$ cat config.mk
export PLATFORM = sky130hd
export DESIGN_NAME = psm_setpoint_ramp
export DESIGN_NICKNAME = d
export VERILOG_FILES = /design/src/rtl/psm_pkg.sv /design/src/rtl/psm_axis_ramp.sv /design/src/rtl/psm_setpoint_ramp.sv
export SDC_FILE = /design/constraint.sdc
export NUM_CORES = 1
export LEC_CHECK = 0
export ABC_AREA = 0
export ABC_CLOCK_PERIOD_IN_PS = 12100
export BUFFER_PORTS_ARGS = -buffer_cell sky130_fd_sc_hd__buf_4
export CAP_MARGIN = 25
export CORE_UTILIZATION = 29
export CTS_CLUSTER_DIAMETER = 150
export DETAILED_ROUTE_END_ITERATION = 8
export HOLD_SLACK_MARGIN = 0.1
export SLEW_MARGIN = 5
export SYNTH_ARGS = -nofsm -noshare
export SYNTH_HDL_FRONTEND = slang
export SYNTH_SLANG_ARGS = --single-unit
$ cat constraint.sdc
create_clock -name CLK -period 12.1 [get_ports CLK]
set_input_delay 0 -clock CLK [delete_from_list [all_inputs] [get_ports CLK]]
set_output_delay 0 -clock CLK [all_outputs]
set_load 0.005 [all_outputs]
$ cat src/rtl/psm_pkg.sv
// Shared types and arithmetic helpers for the PSM setpoint ramp.
// Helpers work on 32-bit signed values; callers size their operands in and out.
package psm_pkg;

    localparam int PSM_BITS_DATA = 16;

    typedef enum logic {
        IDLE = 1'b0,
        RAMP = 1'b1
    } psm_state_t;

    typedef struct packed {
        logic        sign;
        logic [31:0] mag;
    } sign_mag_t;

    // Saturate value to [-lim, +lim]; lim is a non-negative count below 2^31.
    function automatic logic signed [31:0] sat_signed(input logic signed [31:0] value,
                                                      input logic [31:0] lim);
        logic signed [31:0] hi;
        hi = $signed(lim);
        if (value > hi)
            return hi;
        if (value < -hi)
            return -hi;
        return value;
    endfunction

    function automatic sign_mag_t to_sign_mag(input logic signed [31:0] value);
        sign_mag_t sm;
        sm.sign = (value < 0);
        sm.mag  = sm.sign ? $unsigned(-value) : $unsigned(value);
        return sm;
    endfunction

endpackage

$ cat src/rtl/psm_axis_ramp.sv
// One ramp axis: saturated target register, per-period step toward it, sign/magnitude out.
// Latency: target registered one cycle after raw changes; current moves on the tick edge.
// Backpressure: none; raw is sampled every cycle.
module psm_axis_ramp
    import psm_pkg::*;
#(
    parameter int BITS_DATA = PSM_BITS_DATA
) (
    input  logic                        CLK,
    input  logic                        RST,
    input  logic signed [BITS_DATA-1:0] raw,
    input  logic        [BITS_DATA-1:0] lim,
    input  logic                        enable,
    input  logic        [BITS_DATA-1:0] step,
    input  logic                        tick,
    output logic                        sat_hit,
    output logic                        at_target,
    output logic                        reach,
    output logic        [BITS_DATA-1:0] value,
    output logic                        sign
);

    localparam int W = BITS_DATA + 1;

    logic signed [31:0]  raw32, sat32, tgt32, cur32, d32, absd32, step32;
    logic signed [W-1:0] target, current, cur_next, tgt_next;
    sign_mag_t           sm;
    logic                unused_mag_hi;

    assign raw32    = 32'(raw);
    assign sat32    = sat_signed(raw32, 32'(lim));
    assign sat_hit  = (sat32 != raw32);
    assign tgt_next = enable ? W'(sat32) : '0;

    assign tgt32  = 32'(target);
    assign cur32  = 32'(current);
    assign d32    = tgt32 - cur32;
    assign absd32 = (d32 < 0) ? -d32 : d32;
    assign step32 = $signed(32'(step));

    always_comb begin
        cur_next = current;
        if (tick) begin
            if (step == '0 || absd32 <= step32)
                cur_next = target;
            else if (d32 < 0)
                cur_next = current - $signed({1'b0, step});
            else
                cur_next = current + $signed({1'b0, step});
        end
    end

    // reach: after this cycle's (possible) step, current sits on the target
    assign reach     = (cur_next == target);
    assign at_target = (current == target);

    always_ff @(posedge CLK) begin
        if (RST) begin
            target  <= '0;
            current <= '0;
        end else begin
            target  <= tgt_next;
            current <= cur_next;
        end
    end

    assign sm            = to_sign_mag(cur32);
    assign value         = sm.mag[BITS_DATA-1:0];
    assign sign          = sm.sign;
    assign unused_mag_hi = ^sm.mag[31:BITS_DATA];

endmodule

$ cat src/rtl/psm_setpoint_ramp.sv
// Command intake, clamp flag, mode bit and ramp FSM for the PSM setpoints.
// Latency: target valid one cycle after accept; outputs move the cycle after a period tick.
// Backpressure: never; oCMD_ready is constant 1 and a new command overrides the old one.
module psm_setpoint_ramp
    import psm_pkg::*;
#(
    parameter int BITS_DATA = PSM_BITS_DATA
) (
    input  logic                 CLK,
    input  logic                 RST,
    input  logic                 iCMD_valid,
    output logic                 oCMD_ready,
    input  logic [BITS_DATA-1:0] iCMD_SPS,
    input  logic [BITS_DATA-1:0] iCMD_DPS,
    input  logic                 iCMD_N,
    input  logic [BITS_DATA-1:0] iFREQUENCY,
    input  logic [BITS_DATA-1:0] iSTEP,
    input  logic                 iPERIOD_TICK,
    input  logic                 iENABLE,
    output logic [BITS_DATA-1:0] oSPS_value,
    output logic                 oSPS_sign,
    output logic [BITS_DATA-1:0] oDPS_value,
    output logic                 oDPS_sign,
    output logic                 oN,
    output logic                 oBUSY,
    output logic                 oAT_TARGET,
    output logic                 oCLAMP
);

    logic [BITS_DATA-1:0] cmd_sps, cmd_dps, sel_sps, sel_dps, lim;
    logic                 cmd_n, accept;
    logic                 sps_sat, dps_sat, sps_at, dps_at, sps_reach, dps_reach;
    logic                 both_reach, settled;
    psm_state_t           state;

    assign oCMD_ready = 1'b1;
    assign accept     = iCMD_valid;
    assign lim        = iFREQUENCY >> 1;

    // An accepting cycle feeds the new command straight to the target registers
    assign sel_sps = accept ? iCMD_SPS : cmd_sps;
    assign sel_dps = accept ? iCMD_DPS : cmd_dps;

    psm_axis_ramp #(.BITS_DATA(BITS_DATA)) u_sps (
        .CLK(CLK), .RST(RST), .raw($signed(sel_sps)), .lim(lim), .enable(iENABLE),
        .step(iSTEP), .tick(iPERIOD_TICK), .sat_hit(sps_sat), .at_target(sps_at),
        .reach(sps_reach), .value(oSPS_value), .sign(oSPS_sign)
    );

    psm_axis_ramp #(.BITS_DATA(BITS_DATA)) u_dps (
        .CLK(CLK), .RST(RST), .raw($signed(sel_dps)), .lim(lim), .enable(iENABLE),
        .step(iSTEP), .tick(iPERIOD_TICK), .sat_hit(dps_sat), .at_target(dps_at),
        .reach(dps_reach), .value(oDPS_value), .sign(oDPS_sign)
    );

    assign both_reach = sps_reach && dps_reach;
    // On a tick the post-step position decides; otherwise the present one does
    assign settled    = iPERIOD_TICK ? both_reach : (sps_at && dps_at);

    always_ff @(posedge CLK) begin
        if (RST) begin
            cmd_sps    <= '0;
            cmd_dps    <= '0;
            cmd_n      <= 1'b0;
            oCLAMP     <= 1'b0;
            oN         <= 1'b0;
            state      <= IDLE;
            oBUSY      <= 1'b0;
            oAT_TARGET <= 1'b1;
        end else begin
            if (accept) begin
                cmd_sps <= iCMD_SPS;
                cmd_dps <= iCMD_DPS;
                cmd_n   <= iCMD_N;
                oCLAMP  <= sps_sat || dps_sat;
            end
            if (iPERIOD_TICK && both_reach)
                oN <= cmd_n;
            case (state)
                IDLE: if (!settled) begin
                    state      <= RAMP;
                    oBUSY      <= 1'b1;
                    oAT_TARGET <= 1'b0;
                end
                RAMP: if (iPERIOD_TICK && both_reach) begin
                    state      <= IDLE;
                    oBUSY      <= 1'b0;
                    oAT_TARGET <= 1'b1;
                end
                default: state <= IDLE;
            endcase
        end
    end

endmodule

* Word level (Yosys, flattened, before mapping)
Index checks and enable logic that the tools add are counted.
Storage, ports and cells: register bits 106, output and inout bits 39, logic and storage cells 88
Operators by class: $add $sub $neg 11, order comparisons 10, equal/unequal tests 8, muxes and demuxes 36, bitwise gates (word level) 2, reduce and logical (&&, ||, !) cells 9
Operators with widths (number):
- $mux 32 | 10
- $mux 17 | 6
- $eq 17x17->1 | 4
- $le 32x17->1 | 2
- $lt 16x32->1 | 2
- $lt 32x1->1 const B | 2
- $mux 16 | 4
- $ne 32x16->1 | 2
- $neg 32->32 | 2
- $sub 17x17->18 | 2
- $add 17x17->17 | 2
- $lt 17x1->1 const B | 2
- $sub 17x17->17 | 2
- $gt 16x16->1 | 2
- $neg 15->32 | 1
- $neg 16->16 | 2
- $logic_not 16->1 | 1
- $mux 1 | 13
- $pmux 1 s2 | 3
- $logic_and 1x1->1 | 3
- $logic_or 1x1->1 | 3
- $ne 2x1->1 const B | 1
- $ne 2x2->1 const B | 1
- $not 1->1 | 2
- 2 further kinds | 2

* Logic depth before layout (Yosys ltp)
depth after elaboration 12, mapped depth 25, depth with buffers taken out 23

* Hierarchy
Synthesis repeated with hierarchy kept, for this count alone.
Unflattened totals: cell total of the unflattened synthesis 2165, area, all modules 16500.8 µm²
Modules (own cells, without submodules):
- psm_axis_ramp at u_dps | times used 1, cells each 1039, area each 7467.2 µm²
- psm_axis_ramp at u_sps | times used 1, cells each 994, area each 7429.6 µm²
- psm_setpoint_ramp | times used 1, cells each 132, area each 1604.0 µm²

* Least setup slack after synthesis
No wires, ideal clock.
kind reg2reg, start point register u_dps.current[7], end point register oBUSY, setup time 0.132 ns, arrival 5.434 ns, path slack 6.534 ns, cell stages (with the launch flop) 25, period minus slack after synthesis 5.566 ns, cell sequence dfxtp_1 inv_1 ha_1 and3_1 clkbuf_1 o211a_1 o31a_1 o21bai_1 a31oi_1 clkbuf_1 nand2_1 xnor2_1 ha_1 buf_2 xnor2_1 mux2_2 or4_1 a311oi_1 nand4_1 nor4_1 o2111ai_1 a2111o_1 a21boi_1 o22ai_1 a21oi_1
Between the ends: word-level cells in the longest chain between the ends 12
Ends and longest elaborated chain:
- start: declaration | line psm_axis_ramp.sv:26 | logic signed [W-1:0] target, current, cur_next, tgt_next;
- start signal: assignment | line psm_axis_ramp.sv:63 | current <= cur_next;
- $sub 17x17->18 | line psm_axis_ramp.sv:37 | assign d32 = tgt32 - cur32;
- $neg 32->32 or $lt 32x1->1 (tied branches) | line psm_axis_ramp.sv:38, psm_axis_ramp.sv:46
- $mux 32 | line psm_axis_ramp.sv:38 | assign absd32 = (d32 < 0) ? -d32 : d32;
- $le 32x17->1 | line psm_axis_ramp.sv:44 | if (step == '0 || absd32 <= step32)
- $logic_or 1x1->1 | line psm_axis_ramp.sv:44
- $mux 17 | line psm_axis_ramp.sv:44
- $mux 17 | line psm_axis_ramp.sv:43 | if (tick) begin
- $eq 17x17->1 | line psm_axis_ramp.sv:54 | assign reach = (cur_next == target);
- $logic_and 1x1->1 | line psm_setpoint_ramp.sv:56 | assign both_reach = sps_reach && dps_reach;
- $mux 1 or $logic_and 1x1->1 (tied branches) | line psm_setpoint_ramp.sv:58, psm_setpoint_ramp.sv:85
- $ne 2x2->1 (no line) or $ne 2x1->1 (tied branches)
- $reduce_and 2->1 (no line) *
- end signal: assignment | line psm_setpoint_ramp.sv:68 | oBUSY <= 1'b0;
- end signal: assignment | line psm_setpoint_ramp.sv:82 | oBUSY <= 1'b1;
- end signal: assignment | line psm_setpoint_ramp.sv:87 | oBUSY <= 1'b0;
- end: declaration | line psm_setpoint_ramp.sv:25 | output logic oBUSY,
Mark *: on every way between the ends. The rest lies on a longest branch, timed or not. A chain may end at the register's enable or synchronous reset.

* Final worst setup path
start point register u_sps.current[1], end point register oBUSY
Between the ends: word-level cells in the longest chain between the ends 12
Ends and longest elaborated chain (line):
- start: declaration | psm_axis_ramp.sv:26
- start signal: assignment | psm_axis_ramp.sv:63
- $sub 17x17->18 | psm_axis_ramp.sv:37
- $neg 32->32 or $lt 32x1->1 (tied branches) | psm_axis_ramp.sv:38, psm_axis_ramp.sv:46
- $mux 32 | psm_axis_ramp.sv:38
- $le 32x17->1 | psm_axis_ramp.sv:44
- $logic_or 1x1->1 | psm_axis_ramp.sv:44
- $mux 17 | psm_axis_ramp.sv:44
- $mux 17 | psm_axis_ramp.sv:43
- $eq 17x17->1 | psm_axis_ramp.sv:54
- $logic_and 1x1->1 | psm_setpoint_ramp.sv:56
- $mux 1 or $logic_and 1x1->1 (tied branches) | psm_setpoint_ramp.sv:58, psm_setpoint_ramp.sv:85
- $ne 2x2->1 (no line) or $ne 2x1->1 (tied branches)
- $reduce_and 2->1 (no line) *
Marked as above.

==> summary.log <==
qor: critical_path.worst_r2r_path_depth 22
qor: critical_path.crit-reg2reg-launch u_sps.current[1]
qor: synth.postSynth.asyncResetShare 0%
qor: clocking.cts-resized-gates 0
qor: critical_path.critical_path_required 12320 ps
qor: clocking.clock_tree.buffer_depth 2
qor: sta.report.final.slew_viol_count 0
qor: synth.postSynthAreaPerCell 7.480 um^2
qor: sta.max_slew.worst_pin.slew 994.2 ps
qor: critical_path.reg2reg_setup_slack 4910 ps
qor: sta.final-hold-violation-count 0
qor: sta.max_freq 0.1390 GHz
qor: cells_and_area.stdcell_area 17120 um^2
qor: die.dieWidth 229.7 um
qor: critical_path.critical_path_peak_fanout 11
qor: synth.synth_seq_cells 106
qor: place.port_buffer_cells 106
qor: routing.remaining_drc_errors 0
qor: place.gp_congestion 0.9682
qor: routing.wirelength 54600 um
qor: cells_and_area.flow.area_growth_from_synthesis 13.86%
qor: routing.drt_first_iter_violations 1403
qor: routing.antenna_left 0
qor: global_route.grt_antenna_before_repair 1
qor: global_route.vias_in_the_first_global_route 14600
qor: global_route.grt_start_max_net_pins 68
qor: clocking.cts_tree done
qor: sta.fin_skew 15.78 ps
qor: synth.ys_warn_count 0
qor: sta.timing.setup.tns 0 ps
qor: job.maximum_capacitance_violations 0
qor: global_route.gr-max-usage-layer met2
qor: pwr.vdd_ir_drop_max 0.0001317 V
qor: critical_path.r2r_end oBUSY
qor: sta.max-slew-margin-rel 33.58%
qor: global_route.wire_length_of_the_first_global_routing_pass 83710 um
qor: clocking.clock_insertion_delay_worst_skew 380 ps
qor: sta.finalHoldWorstSlack 102.6 ps
qor: global_route.grt_util_met3 2.902%
qor: synth.ys_dominant_reg_cell sky130_fd_sc_hd__dfxtp_1
qor: synth.ys_seq_area_share 14.11%
qor: pwr.cellPowerDensity 309.9 nW/um^2
qor: global_route.grt_usage 20.19%
qor: clocking.clock_sink_count 106
qor: routing.route.vias.total 15410
qor: status.status complete, no violations
qor: place.dp.final_hpwl 43700 um
qor: clocking.clk_transition_reported_paths 80 ps
qor: sta.rsz0062_at_grt no
qor: die.total_die_area 52760 um^2
qor: hold_path.number_of_cells_on_the_worst_hold_path 3
qor: die.effective_utilization_at_floorplan 29.31%
qor: die.floorplan.core_area 51300 um^2
qor: hold_path.holdCritPathClass input port to register
qor: synth.netlist-cell-type-count 117
qor: critical_path.end_kind register
qor: global_route.grt_use_met1 27.39%
qor: cells_and_area.layout-drive-gt1-share 9.671%
qor: global_route.groute.layer.met2.usage 32.37%
qor: critical_path.cp-start-kind register
qor: critical_path.criticalPathCategory register to register
qor: critical_path.critical_path_arrival 7410 ps
qor: clocking.ctsHtreeMaxLevel 3
qor: hold_path.min_from iCMD_DPS[8]
qor: hold_path.holdPathEnd cmd_dps[8]
qor: die.io_pins 109
qor: sta.fin_crit_sh 59.45%
qor: die.placement_rows 83
qor: sta.finalSetupViolCount 0
qor: pwr.static_power_due_to_leakage 7.386 nW
qor: sta.timing.final.crit_period 7194 ps
qor: synth.syn-instance-count 2010
qor: routing.routed_wire_length_per_instance 19.65 um
qor: global_route.gr-total-overflow 0
qor: routing.viasPerCell 5.545
qor: synth.post_synth_edffs 0
qor: die.dieHeight 229.7 um
qor: place.post_dp_cell_area 16410 um^2
qor: routing.drt_pass1_iterations 6
qor: synth.syn-cell-area 15040 um^2
qor: clocking.cts-buffers-inserted 9
qor: synth.post_syn_nets 2275
qor: clocking.cts-root-buf sky130_fd_sc_hd__clkbuf_16
qor: cells_and_area.fin_nets 2359
qor: cells_and_area.antennaDiodeCount 0
## per-stage QoR
step | setup WS, ps | cells | util, % | total power [mW]
final | 4906 | 2779 | 33.37 | 5.306
after global routing | 4610 | 2779 | 33.37 | 5.783
after CTS | 5009 | 2779 | 33.37 | 5.277
after detailed placement | 5056 | 2723 | 31.98 | 4.913
after global placement | 5194 | 2723 | 31.98 | 4.819
after floorplan | 6534 | 2010 | - | 3.865
## cells in the mapped netlist (22+ instances only)
library cell                 n  area share [%]
sky130_fd_sc_hd__nor2_1    254             6.3
sky130_fd_sc_hd__ha_1      191              16
sky130_fd_sc_hd__xnor2_1   174              10
sky130_fd_sc_hd__nand2_1   159             4.0
sky130_fd_sc_hd__inv_1     128             3.2
sky130_fd_sc_hd__a21oi_1   127             4.2
sky130_fd_sc_hd__dfxtp_1   106              14
sky130_fd_sc_hd__o21ai_0   105             3.5
sky130_fd_sc_hd__clkbuf_1   62             1.5
sky130_fd_sc_hd__mux2i_1    55             3.7
sky130_fd_sc_hd__nand4_1    50             2.1
sky130_fd_sc_hd__nor3_1     48             1.6
sky130_fd_sc_hd__a21o_1     37             1.8
sky130_fd_sc_hd__nand3_1    35             1.2
sky130_fd_sc_hd__a211oi_1   33             1.6
sky130_fd_sc_hd__o21a_1     27             1.3
sky130_fd_sc_hd__xor2_1     27             1.6
sky130_fd_sc_hd__nand2b_1   22            0.92
sky130_fd_sc_hd__o211ai_1   22             1.1
## registers in the layout, summed over array words and instances (netlist names)
name,flops
oAT_TARGET,1
oBUSY,1
cmd_n,1
oN,1
u_sps.current,17
state,1
cmd_dps,16
u_sps.target,17
oCLAMP,1
u_dps.target,17
cmd_sps,16
u_dps.current,17
## critical path: stages, from the launching register on
cell and delay, ps:
sky130_fd_sc_hd__dfxtp_1 440, sky130_fd_sc_hd__inv_1 190, sky130_fd_sc_hd__ha_1 430, sky130_fd_sc_hd__nand2b_1 160
sky130_fd_sc_hd__a21o_1 220, sky130_fd_sc_hd__a211oi_1 490, sky130_fd_sc_hd__o31ai_1 210, sky130_fd_sc_hd__a21boi_1 820
sky130_fd_sc_hd__buf_4 310, sky130_fd_sc_hd__nor2_1 50, sky130_fd_sc_hd__a21o_1 220, sky130_fd_sc_hd__fa_1 450
sky130_fd_sc_hd__nand2b_1 200, sky130_fd_sc_hd__a21oi_1 450, sky130_fd_sc_hd__or4_1 200, sky130_fd_sc_hd__o211ai_1 80
sky130_fd_sc_hd__or4_1 520, sky130_fd_sc_hd__or4_1 570, sky130_fd_sc_hd__nor4_1 360, sky130_fd_sc_hd__a41oi_1 200
sky130_fd_sc_hd__and2_1 220, sky130_fd_sc_hd__o22ai_1 150, sky130_fd_sc_hd__a21oi_1 90
## layer usage
metal | vias up | share of wire [%]
met1 | 7254 | 46
met4 | 2 | 3.4
met5 | - | 0.024
met2 | 604 | 44
met3 | 100 | 7.1
li1 | 7450 | -
## final cells by class
class / count / area (um^2)
clock buffers: 10 / 239.0
clock inverters: 6 / 72.57
fillers: 5482 / 34180
inverters: 129 / 484.2
multi-input cells: 1687 / 12040
flip-flops and latches: 106 / 2122
well taps: 680 / 850.8
repair buffers: 161 / 1309
## kinds of logic (layout without fill, tap and decap cells)
logic type | after synthesis | in the layout | synth area share (%)
flip-flops | 106 | 106 | 14.11
AND/OR/NAND/NOR | 699 | 699 | 22.51
AO/OA/AOI/OAI | 523 | 523 | 24.22
multiplexers | 61 | 61 | 4.111
buffers and inverters | 217 | 306 | 5.917
XOR/XNOR | 208 | 208 | 12.68
adder cells (fa/ha/maj) | 195 | 195 | 16.43
other | 1 | 1 | 0.02494
## cells in the final DEF, fill, tap and decap left out, drive strengths merged, types with 38 or more instances in the layout
cell type	netlist	layout
ha	191	191
inv	128	130
o21ai	110	110
dlygate4sd3	1	40
mux2i	55	55
nor2	255	255
nand4	50	50
buf	23	121
a21oi	130	130
a21o	38	38
dfxtp	106	106
nor3	49	49
nand2	161	161
xnor2	175	175
## power by group
part           internal, mW  total (mW)  leakage (nW)  switching [mW]
logic                  1.88        4.44          6.37            2.56
registers             0.419       0.536         0.874           0.117
clock network         0.169       0.331         0.143           0.162
total                  2.47        5.31          7.39            2.84
## worst max path at each step
stage | endpoint | start | slack [ps]
3_3_place_gp | oBUSY | u_sps.current[1] | 5190
5_1_grt | oBUSY | u_sps.current[1] | 4610
2_1_floorplan | oBUSY | u_dps.current[7] | 6530
6_report | oBUSY | u_sps.current[1] | 4910
3_5_place_dp | oBUSY | u_sps.current[1] | 5060
4_1_cts | oBUSY | u_sps.current[1] | 5010
## timing repair
action,CTS,global route
hold endpoints to repair,44,0
setup buffers,0,0
hold buffers,40,0
No activity file was read; power rests on OpenSTA's default activity.
